$ cat src/rtl/dmem_store_ctrl.sv
// Store path controller between the MEM stage and data memory: lane placement,
// alignment trap and a request/grant/done handshake.
//
// state  | meaning
// IDLE   | waiting for a store from the MEM stage
// REQ    | mem_req asserted, waiting for mem_gnt (flush may still cancel)
// WAIT   | granted, waiting for mem_done
module dmem_store_ctrl #(
    parameter int ADDR_W = 32,
    parameter int DATA_W = 32
) (
    input  logic              clk,
    input  logic              rst_n,
    input  logic              st_valid,
    input  logic [1:0]        st_oper,
    input  logic [ADDR_W-1:0] st_addr,
    input  logic [DATA_W-1:0] st_data,
    input  logic              flush,
    output logic              stall,
    output logic              st_ades,
    output logic              mem_req,
    output logic [ADDR_W-1:0] mem_addr,
    output logic [DATA_W-1:0] mem_wdata,
    output logic [3:0]        mem_be,
    input  logic              mem_gnt,
    input  logic              mem_done
);

    typedef enum logic [1:0] {
        S_IDLE = 2'd0,
        S_REQ  = 2'd1,
        S_WAIT = 2'd2
    } state_t;

    state_t            state;
    logic [1:0]        offset;
    logic              reserved;
    logic              misaligned;
    logic              present;
    logic              accept;
    logic [DATA_W-1:0] wdata_nxt;
    logic [3:0]        be_nxt;

    assign offset = st_addr[1:0];

    always_comb begin
        reserved   = 1'b0;
        misaligned = 1'b0;
        wdata_nxt  = st_data;
        be_nxt     = 4'b1111;
        case (st_oper)
            2'b00: begin
                wdata_nxt = {4{st_data[7:0]}};
                be_nxt    = 4'b0001 << offset;
            end
            2'b01: begin
                misaligned = offset[0];
                wdata_nxt  = {2{st_data[15:0]}};
                be_nxt     = offset[1] ? 4'b1100 : 4'b0011;
            end
            2'b10: begin
                misaligned = (offset != 2'b00);
            end
            default: begin
                reserved = 1'b1;
            end
        endcase
    end

    // Gated by rst_n so stall and st_ades read 0 while reset is held.
    assign present = rst_n && (state == S_IDLE) && st_valid && !flush && !reserved;
    assign accept  = present && !misaligned;
    assign st_ades = present && misaligned;
    assign stall   = accept || (state != S_IDLE);

    always_ff @(posedge clk or negedge rst_n) begin
        if (!rst_n) begin
            state     <= S_IDLE;
            mem_req   <= 1'b0;
            mem_addr  <= '0;
            mem_wdata <= '0;
            mem_be    <= 4'b0000;
        end else begin
            case (state)
                S_IDLE: begin
                    if (accept) begin
                        mem_addr  <= {st_addr[ADDR_W-1:2], 2'b00};
                        mem_wdata <= wdata_nxt;
                        mem_be    <= be_nxt;
                        mem_req   <= 1'b1;
                        state     <= S_REQ;
                    end
                end
                S_REQ: begin
                    // A grant beats a simultaneous flush; done with grant completes at once.
                    if (mem_gnt) begin
                        mem_req <= 1'b0;
                        state   <= mem_done ? S_IDLE : S_WAIT;
                    end else if (flush) begin
                        mem_req <= 1'b0;
                        state   <= S_IDLE;
                    end
                end
                S_WAIT: begin
                    if (mem_done) begin
                        state <= S_IDLE;
                    end
                end
                default: begin
                    mem_req <= 1'b0;
                    state   <= S_IDLE;
                end
            endcase
        end
    end

endmodule
$ cat config.mk
export PLATFORM = sky130hd
export DESIGN_NAME = dmem_store_ctrl
export DESIGN_NICKNAME = d
export VERILOG_FILES = /design/src/rtl/dmem_store_ctrl.sv
export SDC_FILE = /design/constraint.sdc
export NUM_CORES = 1
export LEC_CHECK = 0
export BUFFER_PORTS_ARGS = -buffer_cell sky130_fd_sc_hd__buf_2
export CORE_MARGIN = 1.5
export CORE_UTILIZATION = 45
export CTS_BUF_LIST = sky130_fd_sc_hd__clkbuf_2 sky130_fd_sc_hd__clkbuf_4 sky130_fd_sc_hd__clkbuf_8
export CTS_CLUSTER_DIAMETER = 30
export DETAILED_ROUTE_END_ITERATION = 7
export HOLD_SLACK_MARGIN = 0.06
export PLACE_DENSITY = 0.78
export REMOVE_ABC_BUFFERS = 1
export SLEW_MARGIN = 10
export SYNTH_ARGS = -nofsm -noshare
export SYNTH_HDL_FRONTEND = slang
export SYNTH_SLANG_ARGS = --single-unit
$ cat constraint.sdc
create_clock -name clk -period 3.2 [get_ports clk]
set_input_delay 0.64 -clock clk [delete_from_list [all_inputs] [get_ports clk]]
set_output_delay 0.64 -clock clk [all_outputs]
set_load 0.03 [all_outputs]
==> qor.yml, run 1 <==
grt_antenna_before_repair: 1
cp.required_ps: 2560
finalMaxSlewViolations: 0
multi_input_area_mm2: 0.00124
drive_above_1_share_pct: 60.1
place_congestion: 0.731
synth_compound_area_share_pct: 6.26
regArea_mm2: 0.00173
place_inst: 432
fin_tns_setup_ps: 0
synth_edf_count: 0
cts.sinks: 69
drt_iter0_markers: 99
syn_avg_cell_area_um2: 13.8
rows: 29
grt_max_degree: 70
syn_inst: 223
syn2layout_area_growth_pct: 31.1
worstHoldPathType: "input port to flip-flop"
antenna_cells: 0
wirelength_um: 6850
power.total_mw: 3.14
hold_viol_final: 0
synth_area_mm2: 0.00308
core_area_mm2: 0.00649
clkSlewWorstSetupHoldPaths_ps: 70
p_leak_nw: 2.04
final_core_util_pct: 62.1
place_hpwl_um: 4880
synth_top_family_by_area: "multiplexers"
clockBufferDepth: 2
drc: 0
detailed_place.area_mm2: 0.00383
dpl_worst_slack_ps: 675
cp-start-kind: "input port"
final_area_mm2: 0.00404
layout.nets: 442
tightest_slew_ps: 865
die_h_um: 85.7
portBuffers: 140
drt-pass1-iter-count: 4
synth-simple-area-share_pct: 5.20
vias_per_cell: 5.15
fin_crit_sh_pct: 78.5
period_minus_slack_ps: 2510
ys_warn_count: 0
status: "finished, final reports clean"
yosysTopAreaCell: "dfrtp_1"
postCtsSetupRepairBufs: 0
max-cap-violations: 0
grt_pass1_vias: 2294
critPathKind: "input port to primary output"
grt-ovfl-total: 0
max_freq_mhz: 398
wl_per_cell_um: 15.3
setup_viol: 0
ys_types: 30
clock_skew_ps: 5.20
layoutNonFillerInstCount: 448
num-fill-cells: 533
fin_hold_ws_ps: 451
rsz0062_at_grt: "false"
fin_ws_ps: 687
groute.usage.overall_pct: 19.4
slew_headroom_pct: 42.3
yosys.area.top_type_share_pct: 56.1
cp-end-kind: "primary output"
start_util_pct: 47.4
synth_mux_area_share_pct: 27.1
postRouteAntennaNets: 0
ys_seq_elements: 69
cp.arrival_ps: 1870
synth_adder_area_share_pct: 1.63
cts-root-buf: "clkbuf_8"
cts_tree: "yes"
post_cts_resized: 0
hold_buffers: 0
ys_top_cells_by_area: "dfrtp_1 56%, mux2_2 21%, mux2_1 6.2%, a22o_1 2.3%, nand2_1 2.2%"
synth-main-ff-cell: "dfrtp_1"
power_density_mw_per_mm2: 779
pin_count: 143
die_x_um: 85.7
grt_first_pass_wirelength_um: 10900
ir_worst_vdd_v: 0.000451
synth-seq-area-share_pct: 56.1
cp_max_fo: 3
htreeDepth: 3
dr_total_vias: 2307
synth_xor_area_share_pct: 0
clk-insertion-delay-late_ps: 330
cts_made_buffers: 9
ys_async_sr_fraction_pct: 100
dieArea_mm2: 0.00735
## critical path, cell delays in order
cell and delay [ps]:
buf_2 100, inv_1 60, ha_1 290, o211ai_1 100, nand2_1 150, nor2_4 60, or3_1 290, buf_2 180
## path summary, 6_finish.rpt
kind                            slack [ps]                  from  cells after the start                   endpoint
worst max-delay path                   690            st_oper[0]                      8                      stall
worst min-delay path                   450              mem_done                      2       state[1]$_DFFE_PN0P_
worst max register to register        1290  state[0]$_DFFE_PN0P_                      5   mem_wdata[5]$_DFFE_PN0P_
worst min register to register         470   mem_req$_DFFE_PN0P_                      1        mem_req$_DFFE_PN0P_
max in group asynchronous             2090                 rst_n                      2  mem_wdata[25]$_DFFE_PN0P_
min in group asynchronous              520                 rst_n                      2   mem_addr[19]$_DFFE_PN0P_
## cells in the mapped netlist, types with 2 or more instances
cell and n:
a21o_1 2, a22o_1 8, a22oi_1 8, buf_2 2, buf_4 6, buf_6 3
clkbuf_1 3, dfrtp_1 69, ha_1 4, inv_1 2, mux2_1 17, mux2_2 57
nand2_1 18, nand2b_1 2, nor2_1 3, nor2b_1 2, o21ai_0 3, o22ai_1 2
## cell families (layout without fill, tap and decap cells)
family	count (synthesis)	in the layout
AO/OA/AOI/OAI	26	26
other	1	2
multiplexers	74	74
flip-flops	69	69
adder cells (fa/ha/maj)	4	4
buffers and inverters	17	164
AND/OR/NAND/NOR	32	32
## cell type report
cell class | instances | share of cell area, %
flip-flops and latches | 69 | 42.8
multi-input cells | 138 | 30.8
repair buffers | 146 | 18.9
clock buffers | 12 | 3.78
well taps | 77 | 2.39
clock inverters | 4 | 1.18
inverters | 2 | 0.186
## power breakdown
| group | internal [mW] | switching (mW) |
|---|---|---|
| Sequential | 1.12 | 0.120 |
| Combinational | 0.413 | 0.774 |
| Clock | 0.396 | 0.317 |
| Total | 1.93 | 1.21 |
## routing by layer
layer	share of wire (%)	vias up	wire (um)	GRT usage, %
li1	-	1075	-	-
met1	42	1136	2900	23.4
met2	49	92	3370	31.7
met3	7.7	4	529	8.57
met4	0.74	0	51	5.72
met5	0	-	0	0
## flip-flops by register name (all words and copies together) (netlist names)
| register | cells |
|---|---|
| mem_req | 1 |
| mem_addr | 30 |
| state | 2 |
| mem_wdata | 32 |
| mem_be | 4 |
## cell usage in the layout (no fill, tap or decap), drive strengths merged
master    netlist  routed
buf            12     146
mux2           74      74
dfrtp          69      69
nand2          18      18
clkbuf          3      12
a22oi           8       8
a22o            8       8
nor2            5       5
ha              4       4
o21ai           3       3
inv             2       2
o22ai           2       2
nor2b           2       2
a21o            2       2
nand2b          2       2
conb            1       2
clkinv          0       2
nand3           2       2
nor4            1       1
o211ai          1       1
or3             1       1
a21oi           1       1
nor3            1       1
o31ai           1       1
clkinvlp        0       1
bufinv          0       1
(Power assumes the default switching activity.)
==> run 2: changes to the inputs <==
Clock period 3.2 ns to 2.4 ns, I/O delays scaled along.
==> run 2 against run 1 <==
Final area increased by 0.96%. Routed wire length decreased by 1.5%. Total power increased by 37%. Global-route usage decreased by 0.078 points. Count of clock-buffer cells in the layout decreased by 2. Sequential share of layout area decreased by 0.41 points. Critical endpoint unchanged. Largest power group unchanged.
==> qor.yml, run 2 (synthesis results as in run 1) <==
wl_per_cell_um: 15.0
fin_crit_sh_pct: 92.3
whs_path_depth: 2
ir_worst_vdd_v: 0.000559
die_h_um: 85.7
clkSlewWorstSetupHoldPaths_ps: 70
worstReg2RegStart: "state[0]$_DFFE_PN0P_"
grt_first_pass_wirelength_um: 11100
final_area_mm2: 0.00407
hold_path.startpoint: "mem_done"
mostFrequentLayoutCell: "buf_2"
drt_iter0_markers: 70
syn2layout_area_growth_pct: 32.4
largest_reg_flops: 32
post_cts_resized: 0
finalMaxSlewViolations: 0
cts-root-buf: "clkbuf_8"
status: "finished, final reports clean"
p_switching_mw: 1.63
worstHoldPathType: "input port to flip-flop"
cts_made_buffers: 9
power.total_mw: 4.29
antenna_cells: 0
hold_viol_final: 0
portBuffers: 140
power_density_mw_per_mm2: 1050
drt-pass1-iter-count: 4
grt_pass1_vias: 2364
max_freq_mhz: 451
comb_power_share_pct: 36.9
period_minus_slack_ps: 2210
groute.usage.overall_pct: 19.4
rsz0062_at_grt: "false"
top_register: "mem_wdata"
grt_antenna_before_repair: 0
drc: 0
clock_skew_ps: 6.04
place_hpwl_um: 4830
r2r_cells: 5
cp_cell_sequence: "nor4_2 -> nand3_2 -> nor2_4 -> or3_1 -> buf_2"
crit_slowest_cell: "dfrtp_1"
rows: 29
max-cap-violations: 0
place_congestion: 0.745
critPathKind: "flip-flop to primary output"
htreeDepth: 3
cp_slowest_stage_delay_ps: 430
final_core_util_pct: 62.7
cp_max_fo: 6
p_sw_share_pct: 37.9
drive_above_1_share_pct: 60.3
dr_total_vias: 2271
layoutNonFillerInstCount: 450
clockBufferDepth: 2
fin_tns_setup_ps: 0
fin_ws_ps: 185
tightest_slew_ps: 853
p_clk_share_pct: 24.4
mostFrequentLayoutCells: "139 x buf_2, 69 x dfrtp_1, 57 x mux2_2"
cts.sinks: 69
timing.rr.end: "mem_wdata[23]$_DFFE_PN0P_"
cp.required_ps: 1920
hold_end: "state[1]$_DFFE_PN0P_"
postCtsSetupRepairBufs: 0
cp.arrival_ps: 1730
worst-r2r-setup-slack_ps: 430
cp-end-kind: "primary output"
cts_tree: "yes"
cp-start-kind: "flip-flop"
vias_per_cell: 5.05
detailed_place.area_mm2: 0.00385
fin_hold_ws_ps: 284
dpl_worst_slack_ps: 138
wirelength_um: 6750
start_util_pct: 47.4
grt_max_degree: 70
grt-ovfl-total: 0
die_x_um: 85.7
num-fill-cells: 531
core_area_mm2: 0.00649
p_seq_share_pct: 38.6
place_inst: 434
clk-insertion-delay-late_ps: 340
p_leak_nw: 2.06
postRouteAntennaNets: 0
reg.largest.list: "mem_wdata (32), mem_addr (30), mem_be (4)"
pin_count: 143
hold_buffers: 0
dieArea_mm2: 0.00735
layout.nets: 444
slew_headroom_pct: 43.1
internal_power_mw: 2.66
setup_viol: 0
[run 2: cell count changes in the layout (fill, tap and decap cells not counted), sizes merged]
cell / change
buf: +2
clkbuf: -2
bufinv: +1
clkinv: +1
[run 2: power by group through the flow]
stage	Clock [mW]	Sequential, mW	Combinational (mW)
floorplan	0	2.36	0.370
CTS	1.08	1.66	1.60
detailed placement	0	1.68	1.60
global route	1.12	1.71	1.67
global placement	0	1.66	1.57
finish	1.05	1.66	1.58
[run 2: worst max-delay path: cells and delay by family (launching register included)]
family,cells,cell delay (ps)
buffers and inverters,1,180
DFF,1,430
and+or+nand+nor,4,790
[run 2: final cells by class]
| class | count | area [um^2] | share of cell area [%] |
|---|---|---|---|
| Sequential cell | 69 | 1730 | 42.4 |
| Multi-Input combinational cell | 138 | 1240 | 30.5 |
| Timing Repair Buffer | 148 | 776 | 19.0 |
| Clock buffer | 10 | 138 | 3.38 |
| Tap cell | 77 | 96.3 | 2.36 |
| Clock inverter | 6 | 86.3 | 2.12 |
| Inverter | 2 | 7.51 | 0.184 |
[run 2: metal layers]
metal | wire, um | GRT usage (%)
met2 | 3270 | 31.5
met3 | 444 | 5.39
met5 | 0 | 0
met1 | 2960 | 24.5
met4 | 74 | 7.92
[run 2: worst max-delay path by stage]
stage / start / endpoint / slack [ps] / cells after the start
after floorplan: st_oper[1] / stall / -600 / 6
after global placement: st_oper[0] / mem_addr[31]$_DFFE_PN0P_ / 220 / 7
after detailed placement: st_oper[0] / mem_addr[9]$_DFFE_PN0P_ / 140 / 8
after CTS: state[0]$_DFFE_PN0P_ / stall / 150 / 5
after global routing: state[1]$_DFFE_PN0P_ / stall / 60 / 5
final: state[0]$_DFFE_PN0P_ / stall / 190 / 5
==> run 3: changes to the inputs <==
Settings changed: CORE_ASPECT_RATIO set to 1.1, CTS_CLUSTER_SIZE set to 28, RECOVER_POWER set to 25.
==> run 3 against run 2 <==
Highest routed layer unchanged. First-iteration DRC count fell by 36%. Via count increased by 1.2%. Setup slack improved by 19 ps. The flow now finishes with violations (max-capacitance violations, max-slew violations).
==> qor.yml, run 3 (synthesis results as in run 1) <==
hold_buffers: 0
core_area_mm2: 0.00659
start_util_pct: 46.7
detailed_place.area_mm2: 0.00385
drt-pass1-iter-count: 4
syn2layout_area_growth_pct: 31.7
setup_viol: 0
cp-start-kind: "input port"
worstHoldPathType: "input port to flip-flop"
grt_max_degree: 70
grt_pass1_vias: 2425
cts-root-buf: "clkbuf_8"
place_congestion: 0.718
cp.arrival_ps: 1720
final_area_mm2: 0.00405
mostFrequentLayoutCell: "buf_2"
pin_count: 143
dr_total_vias: 2298
postCtsSetupRepairBufs: 0
hold_viol_final: 0
dieArea_mm2: 0.00735
violations: "max-capacitance violations, max-slew violations"
drive_above_1_share_pct: 59.9
cts_tree: "yes"
clkSlewWorstSetupHoldPaths_ps: 70
place_hpwl_um: 4710
fin_tns_setup_ps: 0
cp-end-kind: "primary output"
cts_made_buffers: 9
antenna_cells: 0
largest_reg_flops: 32
vias_per_cell: 5.06
postRouteAntennaNets: 0
rows: 31
clockBufferDepth: 2
slew_headroom_pct: -11.2
power_density_mw_per_mm2: 1030
ir_worst_vdd_v: 0.000626
critPathKind: "input port to primary output"
wirelength_um: 6430
status: "complete, but fails checks"
grt-ovfl-total: 0
period_minus_slack_ps: 2200
grt_antenna_before_repair: 0
drc: 0
finalMaxSlewViolations: 70
clock_skew_ps: 5.11
p_leak_nw: 2.05
mostFrequentLayoutCells: "139 x buf_2, 69 x dfrtp_1, 57 x mux2_2"
htreeDepth: 3
layout.nets: 444
wl_per_cell_um: 14.2
fin_crit_sh_pct: 91.5
num-fill-cells: 569
rsz0062_at_grt: "false"
max-cap-violations: 1
cp.required_ps: 1920
tightest_slew_ps: 1670
max_freq_mhz: 455
cp_max_fo: 3
portBuffers: 140
drt_iter0_markers: 45
cts.sinks: 69
grt_first_pass_wirelength_um: 10600
top_register: "mem_wdata"
groute.usage.overall_pct: 18.5
post_cts_resized: 0
die_x_um: 81.9
die_h_um: 89.7
reg.largest.list: "mem_wdata (32), mem_addr (30), mem_be (4)"
clk-insertion-delay-late_ps: 320
run 3: changes by cell type in the layout (fill, tap and decap cells not counted):
cell / before / now
buf_4: 8 / 6
clkinv_2: 2 / 0
clkbuf_4: 0 / 3
clkinv_4: 1 / 0
clkbuf_8: 10 / 11
clkbuf_1: 0 / 1
bufinv_16: 2 / 1
clkinvlp_4: 1 / 0
clkbuf_2: 0 / 1
run 3: stage by stage:
step	instances	power, mW	util, %	setup WS [ps]	hold slack [ps]
global route	454	4.41	61.5	105	301
CTS	454	4.25	61.5	175	293
global placement	439	3.23	58.4	235	458
finish	454	4.18	61.5	204	311
detailed placement	439	3.28	58.4	204	471
floorplan	209	2.73	-	-595	184
run 3: layer usage:
layer  wire, um  vias up  track usage (%)
li1           -     1080                -
met1       2620     1130             21.8
met2       3280       80             31.4
met3        465        8             5.28
met4         65        0             6.50
met5          0        -                0
run 3: final cells by class:
class / instances / area [um^2] / area share [%]
sequential: 69 / 1730 / 42.6
multi-input combinational: 138 / 1240 / 30.7
timing repair buffer: 148 / 769 / 19.0
clock buffer: 14 / 174 / 4.29
tap: 82 / 103 / 2.53
clock inverter: 1 / 30.0 / 0.741
inverter: 2 / 7.51 / 0.185
run 3: final timing paths:
path / startpoint / endpoint / slack [ps] / depth (start not counted)
max: st_oper[1] / stall / 200 / 8
min: mem_done / state[1]$_DFFE_PN0P_ / 310 / 2
max in group asynchronous: rst_n / mem_be[1]$_DFFE_PN0P_ / 660 / 2
min reg2reg: mem_req$_DFFE_PN0P_ / mem_req$_DFFE_PN0P_ / 480 / 1
max reg2reg: state[1]$_DFFE_PN0P_ / mem_wdata[0]$_DFFE_PN0P_ / 530 / 5
min in group asynchronous: rst_n / mem_req$_DFFE_PN0P_ / 710 / 2
run 3: where the power goes:
part / switching, mW / internal (mW)
Sequential: 0.159 / 1.50
Combinational: 1.02 / 0.551
Clock: 0.382 / 0.567
run 3: worst max-delay path: stages:
cell and delay [ps]:
buf_2 100, inv_1 60, ha_1 280, o211ai_1 100, nand2_1 150, nor2_4 60
or3_1 300, buf_2 180
